$ cat src/rtl/clock_display_scan.sv
// Multiplexed 4-digit common-anode 7-segment scanner for HH.MM / MM.SS pages.
// Binary fields are snapshotted once per frame, BCD-split, and scanned one digit per slot.

module clock_display_field (
  input  logic [5:0] val,
  input  logic [5:0] lim,
  output logic [6:0] tens_seg,
  output logic [6:0] ones_seg
);
  logic [5:0] rem;
  logic [2:0] tens;

  function automatic logic [6:0] seg_of(input logic [5:0] d);
    case (d)
      6'd0:    seg_of = 7'h40;
      6'd1:    seg_of = 7'h79;
      6'd2:    seg_of = 7'h24;
      6'd3:    seg_of = 7'h30;
      6'd4:    seg_of = 7'h19;
      6'd5:    seg_of = 7'h12;
      6'd6:    seg_of = 7'h02;
      6'd7:    seg_of = 7'h78;
      6'd8:    seg_of = 7'h00;
      6'd9:    seg_of = 7'h10;
      default: seg_of = 7'h7F;
    endcase
  endfunction

  // Restoring compare/subtract by 40, 20, 10 covers 0..63 without a divider
  always_comb begin
    rem  = val;
    tens = 3'd0;
    if (rem >= 6'd40) begin
      rem  = rem - 6'd40;
      tens = tens + 3'd4;
    end
    if (rem >= 6'd20) begin
      rem  = rem - 6'd20;
      tens = tens + 3'd2;
    end
    if (rem >= 6'd10) begin
      rem  = rem - 6'd10;
      tens = tens + 3'd1;
    end
  end

  always_comb begin
    if (val > lim) begin
      tens_seg = 7'h3F;
      ones_seg = 7'h3F;
    end else begin
      tens_seg = seg_of({3'b000, tens});
      ones_seg = seg_of(rem);
    end
  end
endmodule

module clock_display_scan #(
  parameter int REFRESH_DIV = 100000,
  parameter int BLINK_DIV   = 25000000
) (
  input  logic       clk,
  input  logic       rst_n,
  input  logic [5:0] hour,
  input  logic [5:0] min,
  input  logic [5:0] sec,
  input  logic       page,
  input  logic [1:0] blink_sel,
  output logic [3:0] an,
  output logic [6:0] seg,
  output logic       dp
);
  localparam int NUM_FIELDS = 2;
  localparam int RW = (REFRESH_DIV > 2) ? $clog2(REFRESH_DIV) : 1;
  localparam int BW = (BLINK_DIV > 2) ? $clog2(BLINK_DIV) : 1;
  localparam logic [RW-1:0] R_TC = RW'(REFRESH_DIV - 1);
  localparam logic [BW-1:0] B_TC = BW'(BLINK_DIV - 1);

  logic [RW-1:0] rcnt;
  logic [BW-1:0] bcnt;
  logic [1:0]    idx;
  logic          phase;
  logic          r_tc;

  // Field 1 is the left pair (digits 3,2), field 0 the right pair (digits 1,0)
  logic [NUM_FIELDS-1:0][5:0] snap;
  logic [NUM_FIELDS-1:0][5:0] lim;
  logic [NUM_FIELDS-1:0][6:0] tens_seg;
  logic [NUM_FIELDS-1:0][6:0] ones_seg;

  logic [6:0] dcode;
  logic       blank;

  assign r_tc = (rcnt == R_TC);

  always_ff @(posedge clk) begin
    if (!rst_n) begin
      rcnt <= '0;
      idx  <= 2'd0;
      snap <= '0;
    end else if (r_tc) begin
      rcnt <= '0;
      idx  <= idx + 2'd1;
      if (idx == 2'd3) begin
        snap[1] <= page ? min : hour;
        snap[0] <= page ? sec : min;
      end
    end else begin
      rcnt <= rcnt + 1'b1;
    end
  end

  always_ff @(posedge clk) begin
    if (!rst_n) begin
      bcnt  <= '0;
      phase <= 1'b0;
    end else if (bcnt == B_TC) begin
      bcnt  <= '0;
      phase <= ~phase;
    end else begin
      bcnt <= bcnt + 1'b1;
    end
  end

  // Range limit follows the live page, so a page flip may dash the old snapshot for one frame
  assign lim[1] = page ? 6'd59 : 6'd23;
  assign lim[0] = 6'd59;

  for (genvar f = 0; f < NUM_FIELDS; f++) begin : g_field
    clock_display_field u_field (
      .val      (snap[f]),
      .lim      (lim[f]),
      .tens_seg (tens_seg[f]),
      .ones_seg (ones_seg[f])
    );
  end

  assign dcode = idx[0] ? tens_seg[idx[1]] : ones_seg[idx[1]];
  assign blank = blink_sel[idx[1]] && !phase;

  always_ff @(posedge clk) begin
    if (!rst_n) begin
      an  <= 4'hF;
      seg <= 7'h7F;
      dp  <= 1'b1;
    end else begin
      if (blank) begin
        an  <= 4'hF;
        seg <= 7'h7F;
      end else begin
        an  <= ~(4'b0001 << idx);
        seg <= dcode;
      end
      dp <= !((idx == 2'd2) && phase);
    end
  end
endmodule

$ cat config.mk
export PLATFORM = sky130hd
export DESIGN_NAME = clock_display_scan
export DESIGN_NICKNAME = d
export VERILOG_FILES = /design/src/rtl/clock_display_scan.sv
export SDC_FILE = /design/constraint.sdc
export NUM_CORES = 1
export LEC_CHECK = 0
export BUFFER_PORTS_ARGS = -buffer_cell sky130_fd_sc_hd__buf_2
export CAP_MARGIN = 5
export CORE_ASPECT_RATIO = 1.1
export CORE_MARGIN = 2
export CORE_UTILIZATION = 27
export CTS_BUF_LIST = sky130_fd_sc_hd__clkbuf_4 sky130_fd_sc_hd__clkbuf_8 sky130_fd_sc_hd__clkbuf_16
export DETAILED_ROUTE_END_ITERATION = 8
export PLACE_DENSITY = 0.49
export SLEW_MARGIN = 20
export SYNTH_ARGS = -nofsm -noshare
export SYNTH_HDL_FRONTEND = slang
export SYNTH_SLANG_ARGS = --single-unit
export TNS_END_PERCENT = 1
$ cat constraint.sdc
create_clock -name clk -period 3.6 [get_ports clk]
set_input_delay 0.72 -clock clk [delete_from_list [all_inputs] [get_ports clk]]
set_output_delay 0.72 -clock clk [all_outputs]
set_load 0.05 [all_outputs]
Word-level counts from Yosys, hierarchy flattened --
Memory sizes are Yosys's and may differ from the RTL's. Cells that the tools add are included.
Storage, ports and cells: register bits 69, ROM bits 336, input port bits 23, output and inout bits 12, word-level logic and storage cells 81, memories 4
Cells by class: add/subtract/negate cells 13, order comparisons 9, equal/unequal tests 4, shifts and indexed selects 1, multiplexer cells 28, bitwise operators 3, reductions and logical operators 10
Memory list:
- (no name shown) | words 16, width 7, rd ports 1, clocked after memory_dff 0, wr ports 0, line 14 | case (d)
- (no name shown) | words 16, width 7, rd ports 1, clocked after memory_dff 0, wr ports 0, line 14
- (no name shown) | words 8, width 7, rd ports 1, clocked after memory_dff 0, wr ports 0, line 14
- (no name shown) | words 8, width 7, rd ports 1, clocked after memory_dff 0, wr ports 0, line 14
Operators by type and width (number):
- $mux 7 | 11
- $mux 6 | 9
- $add 25x1->25 const B | 1
- $eq 25x25->1 const B | 1
- $mux 3 | 6
- $add 17x1->17 const B | 1
- $eq 17x17->1 const B | 1
- $ge 6x4->1 const B | 2
- $ge 6x5->1 const B | 2
- $ge 6x6->1 const B | 2
- $sub 6x4->6 const B | 2
- $sub 6x5->6 const B | 2
- $sub 6x6->6 const B | 2
- $add 3x1->3 const B | 2
- $add 3x2->3 const B | 2
- $gt 6x6->1 | 1
- $gt 6x6->1 const B | 1
- $reduce_or 2->1 | 3
- $eq 2x2->1 const B | 2
- $logic_not 2->1 | 2
- $not 4->4 | 1
- $shl 1x2->4 const A | 1
- $add 2x1->2 const B | 1
- $logic_and 1x1->1 | 2
- other kinds (5) | 8

Depth between registers and ports, before layout --
Gate-level depths: netlist of the first run.
depth after elaboration 12, gate-level depth with buffers 17

Hierarchy --
A second synthesis of the first run with hierarchy kept.
Unflattened totals: cells, all modules 623, area, all modules 5305.1 um2
By module, submodules not included:
- clock_display_scan | times used 1, cells each 331, area each 3205.6 um2
- clock_display_field | times used 2, cells each 146, area each 1049.8 um2

Worst setup path after synthesis of the first run --
OpenSTA, ideal clock, no wires.
path kind reg-to-reg, from register snap[10] (netlist bit), to register seg[4], library setup time 122 ps, arrival 3387 ps, required time 3478 ps, setup slack 91 ps, cell stages (with the launch flop) 15, clock period less this slack 3509 ps, cells stage by stage dfxtp_1 buf_2 inv_1 ha_1 and4b_1 o21a_1 nor3_2 nand2_1 a21oi_1 xnor2_1 ha_1 nor4_1 a2111oi_0 o21ai_1 a221o_1
On the way: word-level cells in the longest chain between the ends 12, elaborated cells between the ends (all ways) 26, those cells by class add/sub: 5; order compare: 4; mux: 14; reduce/logical: 1; memory: 2
RTL lines:
- start: declaration | line 86 | logic [NUM_FIELDS-1:0][5:0] snap;
- $ge 6x6->1 or $sub 6x6->6 (tied branches) | line 33, 34
- $mux 6 | line 33 | if (rem >= 6'd40) begin
- $sub 6x5->6 or $ge 6x5->1 (tied branches) | line 38, 37
- $mux 6 | line 37 | if (rem >= 6'd20) begin
- $sub 6x4->6 or $ge 6x4->1 (tied branches) | line 42, 41
- $mux 6 | line 41 | if (rem >= 6'd10) begin
- $mem_v2 16x7 or $logic_not 2->1 (tied branches)
- $mux 7 | line 14
- $mux 7 | line 48 | if (val > lim) begin
- $mux 7 (not written as such) (2 in a row) | line 138 | assign dcode = idx[0] ? tens_seg[idx[1]] : ones_seg[idx[1]];
- $mux 7 * | line 138
- end signal: assignment | line 152 | seg <= dcode;
- end: declaration | line 70 | output logic [6:0] seg,
Every way passes the cells marked *; elsewhere a longest branch is shown, timed or not. The select of a mux whose other input is x is not followed. A chain may end at the register's enable or synchronous reset.

Worst setup path in the final report of the first run --
from register snap[9] (netlist bit), to register seg[4]
On the way: word-level cells in the longest chain between the ends 12, elaborated cells between the ends (all ways) 26, those cells by class add/sub: 5; order compare: 4; mux: 14; reduce/logical: 1; memory: 2
RTL lines (line):
- $sub 6x6->6 or $ge 6x6->1 (tied branches) | 34, 33
- $mux 6 | 33
- $sub 6x5->6 or $ge 6x5->1 (tied branches) | 38, 37
- $mux 6 | 37
- $sub 6x4->6 or $ge 6x4->1 (tied branches) | 42, 41
- $mux 6 | 41
- $mem_v2 16x7 or $logic_not 2->1 (tied branches)
- $mux 7 | 14
- $mux 7 | 48
- $mux 7 (not written as such) (2 in a row) | 138
- $mux 7 * | 138
Marked as above.

==> results of run 1 <==
[synth_stat cells, types with 6 or more instances]
cell,number,area share
o211a_1,14,0.031
nand2_1,52,0.043
and3_1,8,0.011
nand2b_1,9,0.012
a21oi_1,40,0.044
ha_1,27,0.074
mux2i_1,18,0.039
nand3_1,34,0.037
and2_1,7,0.0096
xnor2_1,13,0.025
clkbuf_1,20,0.016
dfxtp_1,69,0.30
buf_2,8,0.0088
nor2_1,66,0.054
nand4_1,9,0.012
inv_1,28,0.023
a31oi_1,11,0.015
o21ai_0,25,0.027
xor2_1,28,0.054
nor3_1,9,0.0099
a211oi_1,6,0.0099
[kinds of logic after synthesis]
| group | Yosys count |
|---|---|
| buf+inv | 61 |
| flops | 69 |
| fa+ha+maj | 27 |
| simple gates | 223 |
| compound gates | 145 |
| mux | 19 |
| xor+xnor | 41 |
[layout by cell type (no fill, tap or decap), types with 6 or more instances in the layout]
master / n
a211oi_1: 6
a21oi_1: 40
a31oi_1: 11
and2_1: 7
and3_1: 8
buf_2: 34
buf_4: 18
clkbuf_16: 9
dfxtp_1: 69
ha_1: 27
inv_1: 28
mux2i_1: 18
nand2_1: 52
nand2b_1: 9
nand3_1: 34
nand4_1: 9
nor2_1: 66
nor3_1: 9
o211a_1: 14
o21ai_0: 25
xnor2_1: 13
xor2_1: 28
[metal layers]
| metal | routed length, um | part of all wire | vias up | GRT usage |
|---|---|---|---|---|
| li1 | - | - | 2143 | - |
| met5 | 11 | 0.00091 | - | 0 |
| met4 | 138 | 0.011 | 2 | 0.03759 |
| met3 | 638 | 0.053 | 16 | 0.03247 |
| met1 | 5648 | 0.47 | 1964 | 0.1846 |
| met2 | 5660 | 0.47 | 98 | 0.2325 |
[critical path, cell delays in order (launching register included)]
cell and delay, ns:
dfxtp_1 0.33, inv_1 0.08, ha_1 0.40, and4b_1 0.23, o21a_1 0.19, nor3_2 0.18, nand2_1 0.09, a21oi_1 0.28
xnor2_1 0.22, ha_1 0.28, nor4_1 0.07, a2111oi_0 0.39, o21ai_1 0.15, a221o_1 0.32
[path summary, 6_finish.rpt]
path | startpoint | to | slack (ns) | depth (start not counted)
max | snap[9] | seg[4] | 0.30 | 13
min reg2reg | bcnt[0] | bcnt[0] | 0.47 | 1
min | bcnt[0] | bcnt[0] | 0.47 | 1
max reg2reg | snap[9] | seg[4] | 0.30 | 13
[power by group through the flow]
stage / sequential, mW / clock (mW) / combinational [mW]
finish: 0.780 / 0.973 / 0.0789
global route: 0.781 / 1.03 / 0.0879
CTS: 0.780 / 1.00 / 0.0805
detailed placement: 0.797 / 0 / 0.0804
global placement: 0.797 / 0 / 0.0784
floorplan: 0.811 / 0 / 0.0352
[sequential cells by signal, indices dropped and copies added (netlist names)]
signal and count:
bcnt 25, rcnt 17, snap 12, seg 7, an 4, idx 2, dp 1, phase 1
[through the flow]
step / total power, mW / util / cell area (um^2) / setup WS (ns) / hold WS (ns)
after floorplan: 0.8460 / - / 4571 / 0.09119 / 0.4019
after global placement: 0.8750 / 0.3028 / 4994 / 0.3442 / 0.4422
after detailed placement: 0.8771 / 0.3028 / 4994 / 0.3133 / 0.4532
after CTS: 1.862 / 0.3223 / 5315 / 0.3002 / 0.4716
after global routing: 1.902 / 0.3223 / 5315 / 0.01722 / 0.5110
final: 1.832 / 0.3223 / 5315 / 0.2970 / 0.4682
[layout make-up]
cell class	instances	area [um^2]
Fill cell	1741	11180
Multi-Input combinational cell	455	2943
Sequential cell	69	1381
Timing Repair Buffer	52	305.3
Tap cell	204	255.2
Clock buffer	9	225.2
Inverter	29	108.9
Clock inverter	7	96.34
==> results.cfg, run 1 <==
[clocking]
cts_hold_buf = 0
h-tree-depth = 3
ctsResizeCount = 0
clk_pin_slew_ns = 0.07
cts_num_sinks = 69
post_cts_buffers = 0
cts_root_buf = clkbuf_16
clock_path_buffers = 2
cts_tree = built
clock_latency_ns = 0.34
cts_made_buffers = 9

[detailed_routing]
vias = 4223
via_per_inst = 5.119
drt-initial-drc-count = 392
finalWirelength_mm = 12.10
drc = 0
ant_nets = 0
post_drt_wl_per_cell_um = 14.66
dr.pass1.iters = 5

[grt]
grt-ovfl-total = 0
gr-usage-all-layers = 0.1409
antenna_found_initial = 1
grt_max_degree = 26
grt_pass1_wl_mm = 20.44
grt_pass1_vias = 4082

[power]
irDropWorstVdd_mv = 0.3694
pwr-share-comb = 0.043
p_int_mw = 1.412
p_switching_uw = 419.7
power.density_mw_per_mm2 = 344.6
power_frac_clock = 0.531
p_sw_frac = 0.2291
p_leak_nw = 2.218
seq_power_share = 0.426

[synthesis]
synth_compound_area_frac = 0.2108
synthesis.area_mm2 = 0.004571
syn_area_per_cell_um2 = 7.813
synth.area.mux_share = 0.04188
syn_nets = 635
ys_types = 62
synth_edf_count = 0
yosys.area_share.simple = 0.2387
synth-xor-area-share = 0.07857
synthAdderAreaFrac = 0.07391
async_flop_share = 0
synthFlopType = dfxtp_1
synth_top_family_by_area = simple AND/OR/NAND/NOR gates
seq_area_frac_synth = 0.3022
ys_ff_latch = 69
yosys_warnings = 0
netlist_instances = 585

[sta]
max_freq_mhz = 302.8
rsz0062_at_grt = no
period_needed_ns = 3.303
relSlewSlack = 0.3717
worst_pin_slew_ns = 0.9424
post-route-period-util = 0.9175
slew_viol_final = 0
hold_viol = 0
fin_setup_tns_ns = 0
setup_viol = 0
skew_ns = 0.01227

[die]
die_w_um = 128.1
start_util = 0.2771
core-area_mm2 = 0.01649
die-area_mm2 = 0.01799
num_io_pins = 35
rows = 49
die_h_um = 140.5

[setup_path]
crit_path_max_fanout = 8
cp-end-kind = flip-flop
crit_arrival_ns = 3.54
cp-start-kind = flip-flop
critPathKind = flip-flop to flip-flop
cp.required_ns = 3.83

[layout]
final_cells = 825
diodes = 0
final_nets = 666
syn2layout_area_growth_pct = 16.29
drive_above_1_share = 0.1176

[placed_design]
dp_hpwl_mm = 9.034
dp_cells = 809
io_buffers = 34
place_congestion = 0.8847

[status]
outcome = finished, final reports clean

[job]
drv_cap = 0

[worst_hold_path]
hold_class = flip-flop to flip-flop
Note: power is estimated with default switching activity, not from simulation.
==> run 2, diff against run 1 <==
--- a/config.mk
+++ b/config.mk
@@ -9,12 +9,13 @@
 export CAP_MARGIN = 5
 export CORE_ASPECT_RATIO = 1.1
 export CORE_MARGIN = 2
-export CORE_UTILIZATION = 27
+export CORE_UTILIZATION = 55
 export CTS_BUF_LIST = sky130_fd_sc_hd__clkbuf_4 sky130_fd_sc_hd__clkbuf_8 sky130_fd_sc_hd__clkbuf_16
 export DETAILED_ROUTE_END_ITERATION = 8
-export PLACE_DENSITY = 0.49
+export PLACE_DENSITY = 0.81
 export SLEW_MARGIN = 20
 export SYNTH_ARGS = -nofsm -noshare
 export SYNTH_HDL_FRONTEND = slang
+export SYNTH_HIERARCHICAL = 1
 export SYNTH_SLANG_ARGS = --single-unit
 export TNS_END_PERCENT = 1
==> run 2 against run 1 <==
Compared with the run above:
- hold slack worse by 0.038 ns
- clock skew is 0.00068 ns lower
- cell count is 5.7% lower
- register-to-register slack worse by 0.02 ns
- non-clock buffer count stayed put
- critical path type unchanged
- largest cell class unchanged
==> results.cfg, run 2 <==
[status]
outcome = finished, final reports clean

[synthesis]
netlist_instances = 623
seq_area_frac_synth = 0.2604
synthFlopType = dfxtp_1
ys_types = 73
synth_edf_count = 0
ys_ff_latch = 69
synth_common_cells = 69 x dfxtp_1, 43 x nor2_1, 37 x inv_1
yosysTopAreaCell = dfxtp_1
synthesis.area_mm2 = 0.005305
yosys_warnings = 6
synth_area_leaders = dfxtp_1 26%, ha_1 8.5%, mux2i_1 3.8%, a21oi_1 3.4%, nand3_1 3.4%
synth.most_common_cell = dfxtp_1
async_flop_share = 0
syn_area_per_cell_um2 = 8.515
synth_top_area_share = 0.2604

[layout]
syn2layout_area_growth_pct = 9.505
final_cells = 778
largest_register_ffs = 25
layout_common_cells = 69 x dfxtp_1, 43 x nor2_1, 37 x inv_1
layout_commonest_cell = dfxtp_1
fin_area_mm2 = 0.005809
top_register = bcnt
final_core_util = 0.6212
final_nets = 715
drive_above_1_share = 0.1694
diodes = 0
largestRegisters = bcnt x25, rcnt x17, snap x12

[setup_path]
path_cells = inv_1, ha_4, nor4bb_2, a221oi_2, nand4_2, a21o_1, inv_2, xnor2_1, ha_1, inv_1, o21ai_0, a221oi_1, o22ai_1, mux4_2, nand2b_1
slowest_stage = mux4_2
rr_startpoint = snap[9]
crit_path_max_fanout = 8
slowest_delay_ns = 0.45
cp.required_ns = 3.81
crit_top_cell = inv_1
crit_family = compound AO/OA/AOI/OAI gates
crit_buf_inv = 3
rr_worst_depth = 15
cp-end-kind = flip-flop
critPathKind = flip-flop to flip-flop
rr_endpoint = seg[6]
cp-start-kind = flip-flop
crit_arrival_ns = 3.54
ff2ff_setup_slack_ns = 0.27

[clocking]
clock_latency_ns = 0.34
cts_tree = built
clk_pin_slew_ns = 0.07
cts_root_buf = clkbuf_8
clock_path_buffers = 2
cts_num_sinks = 69
h-tree-depth = 3
cts_hold_buf = 0
cts_made_buffers = 9

[power]
p_leak_nw = 2.551
p_total_mw = 1.580
power.density_mw_per_mm2 = 271.9
irDropWorstVdd_mv = 0.1910

[detailed_routing]
drc = 0
drt-initial-drc-count = 216
dr.pass1.iters = 4
vias = 4762
via_per_inst = 6.121
finalWirelength_mm = 12.28
post_drt_wl_per_cell_um = 15.78
ant_nets = 0

[placed_design]
dp_cells = 759
place_congestion = 0.8774
io_buffers = 34
dp_hpwl_mm = 9.014
dpl_cell_area_mm2 = 0.005535

[grt]
antenna_found_initial = 0
grt_max_degree = 25
grt_pass1_vias = 4523
grt_pass1_wl_mm = 20.62
gr-usage-all-layers = 0.2363
grt-ovfl-total = 0

[die]
die_w_um = 97.64
core-area_mm2 = 0.009351
start_util = 0.5673
rows = 37
die_h_um = 107.0
num_io_pins = 35
die-area_mm2 = 0.01045

[worst_hold_path]
hold_depth = 1
hold_class = flip-flop to flip-flop
hp-start = phase
holdPathEnd = dp

[job]
drv_cap = 0

[sta]
hold_slack_ns = 0.4306
max_freq_mhz = 300.5
setup_viol = 0
relSlewSlack = 0.3380
skew_ns = 0.01159
hold_viol = 0
slew_viol_final = 0
worst_pin_slew_ns = 0.9928
period_needed_ns = 3.328
post-route-period-util = 0.9244
-- run 2: changes by cell type in the layout (fill, tap and decap cells not counted), sizes merged, moves of 7 or more --
cell | before | now
nor2 | 66 | 43
a21o | 5 | 12
inv | 31 | 39
nor2b | 5 | 12
o31ai | 3 | 10
xor2 | 28 | 16
ha | 27 | 36
nand4 | 9 | 19
mux4 | 0 | 7
nand2 | 52 | 33
a31oi | 11 | 2
conb | 0 | 9
-- run 2: routing by layer --
layer | track usage | up-vias | wire length (um)
met5 | 0 | - | 0
li1 | - | 2334 | -
met2 | 0.4212 | 155 | 6158
met1 | 0.2874 | 2249 | 5019
met4 | 0.07639 | 0 | 246
met3 | 0.04498 | 24 | 856
-- run 2: cell type report --
| cell class | count | area (um^2) |
|---|---|---|
| fill | 839 | 3542 |
| inverter | 39 | 146.4 |
| sequential | 69 | 1381 |
| timing repair buffer | 52 | 305.3 |
| clock buffer | 10 | 131.4 |
| multi-input combinational | 485 | 3611 |
| tap | 117 | 146.4 |
| clock inverter | 6 | 87.58 |
-- run 2: timing repair --
action | CTS | global route
setup buffers | 0 | 3
endpoints found under the setup margin | 0 | 3
resized for setup | 0 | 7
-- run 2: per-stage QoR --
stage / TNS [ns] / worst slack (ns)
finish: 0 / 0.2721
detailed placement: 0 / 0.1220
floorplan: 0 / 0.02004
global placement: 0 / 0.2495
CTS: 0 / 0.1000
global route: -0.003188 / -0.003188
-- run 2: where the power goes --
group | internal [mW] | leakage, nW | switching, mW | total (mW)
Sequential | 0.773 | 0.559 | 0.00638 | 0.779
Clock | 0.398 | 0.114 | 0.305 | 0.703
Combinational | 0.0344 | 1.88 | 0.0630 | 0.0974
Total | 1.21 | 2.55 | 0.374 | 1.58
-- run 2: how the worst max path moves through the flow --
stage,from,end,cells past startpoint
after floorplan,snap[3],seg[4],15
after detailed placement,snap[9],seg[6],15
after global placement,snap[9],seg[4],14
after CTS,snap[9],seg[6],15
after global routing,snap[3],seg[6],15
final,snap[9],seg[6],15
-- run 2: cell families after synthesis --
logic type	count (synthesis)	synth area share
flip-flops	69	0.2604
AND/OR/NAND/NOR	232	0.2535
buffers and inverters	76	0.07005
adder cells (fa/ha/maj)	36	0.08491
other	2	0.001416
XOR/XNOR	27	0.04457
multiplexers	31	0.07736
AO/OA/AOI/OAI	150	0.2078
==> run 3, diff against run 2 <==
--- a/config.mk
+++ b/config.mk
@@ -12,7 +12,7 @@
 export CORE_UTILIZATION = 55
 export CTS_BUF_LIST = sky130_fd_sc_hd__clkbuf_4 sky130_fd_sc_hd__clkbuf_8 sky130_fd_sc_hd__clkbuf_16
 export DETAILED_ROUTE_END_ITERATION = 8
-export PLACE_DENSITY = 0.81
+export PLACE_DENSITY = 0.78
 export SLEW_MARGIN = 20
 export SYNTH_ARGS = -nofsm -noshare
 export SYNTH_HDL_FRONTEND = slang
==> constraint.sdc (replaced) <==
create_clock -name clk -period 3.95 [get_ports clk]
set_input_delay 0.79 -clock clk [delete_from_list [all_inputs] [get_ports clk]]
set_output_delay 0.79 -clock clk [all_outputs]
set_load 0.05 [all_outputs]
==> run 3 against run 2 <==
Compared with the run above:
- critical path type unchanged
- utilization shrank 0.92 points
- total power down 11%
- maximum frequency down 10%
- routed wire length about the same
- critical endpoint unchanged
==> results.cfg, run 3 (synthesis results as in run 2) <==
[clocking]
clock_latency_ns = 0.35
ctsResizeCount = 0
cts_root_buf = clkbuf_8
post_cts_buffers = 0
h-tree-depth = 3
clk_pin_slew_ns = 0.08
cts_hold_buf = 0
clock_path_buffers = 2
cts_tree = built
cts_made_buffers = 9
cts_num_sinks = 69

[die]
die-area_mm2 = 0.01045
num_io_pins = 35
die_h_um = 107.0
core-area_mm2 = 0.009351
die_w_um = 97.64
start_util = 0.5673
rows = 37

[power]
p_int_mw = 1.062
power_frac_clock = 0.432
pwr-share-comb = 0.063
p_switching_uw = 346.5
p_leak_nw = 2.496
p_sw_frac = 0.2461
seq_power_share = 0.504
irDropWorstVdd_mv = 0.1340
p_total_mw = 1.408
power.density_mw_per_mm2 = 246.0

[detailed_routing]
finalWirelength_mm = 12.27
ant_nets = 0
drc = 0
vias = 4688
drt-initial-drc-count = 244
post_drt_wl_per_cell_um = 15.89
via_per_inst = 6.073
dr.pass1.iters = 5

[sta]
post-route-period-util = 0.9391
worst_pin_slew_ns = 0.9594
setup_viol = 0
max_freq_mhz = 269.6
rsz0062_at_grt = no
skew_ns = 0.008673
fin_setup_tns_ns = 0
hold_viol = 0
period_needed_ns = 3.709
relSlewSlack = 0.3603
slew_viol_final = 0
fin_ws_ns = 0.2407

[placed_design]
dp_cells = 755
place_ws_ns = 0.3013
place_congestion = 0.8548
dp_hpwl_mm = 9.111
io_buffers = 34

[grt]
gr-usage-all-layers = 0.2377
antenna_found_initial = 0
busiest_layer = met2
grt_max_degree = 25
use_met3 = 0.04107
grt_pass1_vias = 4485
grt-ovfl-total = 0
gr-usage-met1 = 0.3021
grt_util_met2 = 0.4094
grt_pass1_wl_mm = 20.50

[layout]
largest_register_ffs = 25
layout_common_cells = 69 x dfxtp_1, 43 x nor2_1, 37 x inv_1
final_nets = 709
layout_commonest_cell = dfxtp_1
drive_above_1_share = 0.1542
syn2layout_area_growth_pct = 7.877
final_core_util = 0.6120
fillCellCount = 839
diodes = 0
largestRegisters = bcnt x25, rcnt x17, snap x12
top_register = bcnt
final_cells = 772

[setup_path]
cp-start-kind = flip-flop
cp.required_ns = 4.17
crit_arrival_ns = 3.93
critPathKind = flip-flop to flip-flop
cp-end-kind = flip-flop
crit_path_max_fanout = 8

[status]
outcome = finished, final reports clean

[job]
drv_cap = 0

[worst_hold_path]
hold_class = flip-flop to flip-flop
-- run 3: per-stage QoR --
stage	hold WS [ns]	instance area (um^2)
final	0.4289	5723
after detailed placement	0.4160	5505
after global placement	0.4104	5505
after floorplan	0.3862	5331
after global routing	0.4614	5723
after CTS	0.4321	5715
-- run 3: path summary, 6_finish.rpt --
kind,slack [ns],from,depth (start not counted),endpoint
min reg2reg,0.43,phase,1,dp
max,0.24,snap[9],15,seg[6]
min,0.43,phase,1,dp
max reg2reg,0.24,snap[9],15,seg[6]
-- run 3: worst max-delay path, stage by stage (launching register included) --
cell and delay, ns:
dfxtp_1 0.33, inv_1 0.06, ha_1 0.39, nor4bb_2 0.22, a221oi_2 0.38, nand4_2 0.24
a21o_1 0.27, inv_2 0.11, xnor2_1 0.12, ha_1 0.20, inv_1 0.09, o21ai_0 0.15
a221oi_1 0.31, o22ai_1 0.13, mux4_2 0.46, nand2b_1 0.14
-- run 3: cell type report --
cell class	count	area, um^2	share of cell area
Clock inverter	5	58.81	0.01028
Sequential cell	69	1381	0.2414
Tap cell	117	146.4	0.02558
Multi-Input combinational cell	485	3578	0.6253
Inverter	39	146.4	0.02558
Clock buffer	11	151.4	0.02645
Timing Repair Buffer	46	260.3	0.04547
-- run 3: metal layers --
layer | wire length [um] | vias up
met5 | 0 | -
met4 | 242 | 0
met3 | 626 | 20
met2 | 5982 | 139
met1 | 5415 | 2205
li1 | - | 2324
-- run 3: power groups by stage --
stage | Clock (mW) | Combinational [mW] | Sequential (mW)
after floorplan | 0 | 0.0451 | 0.739
after global placement | 0 | 0.0850 | 0.726
after detailed placement | 0 | 0.0883 | 0.726
after CTS | 0.619 | 0.0889 | 0.710
after global routing | 0.648 | 0.0969 | 0.711
final | 0.609 | 0.0889 | 0.710
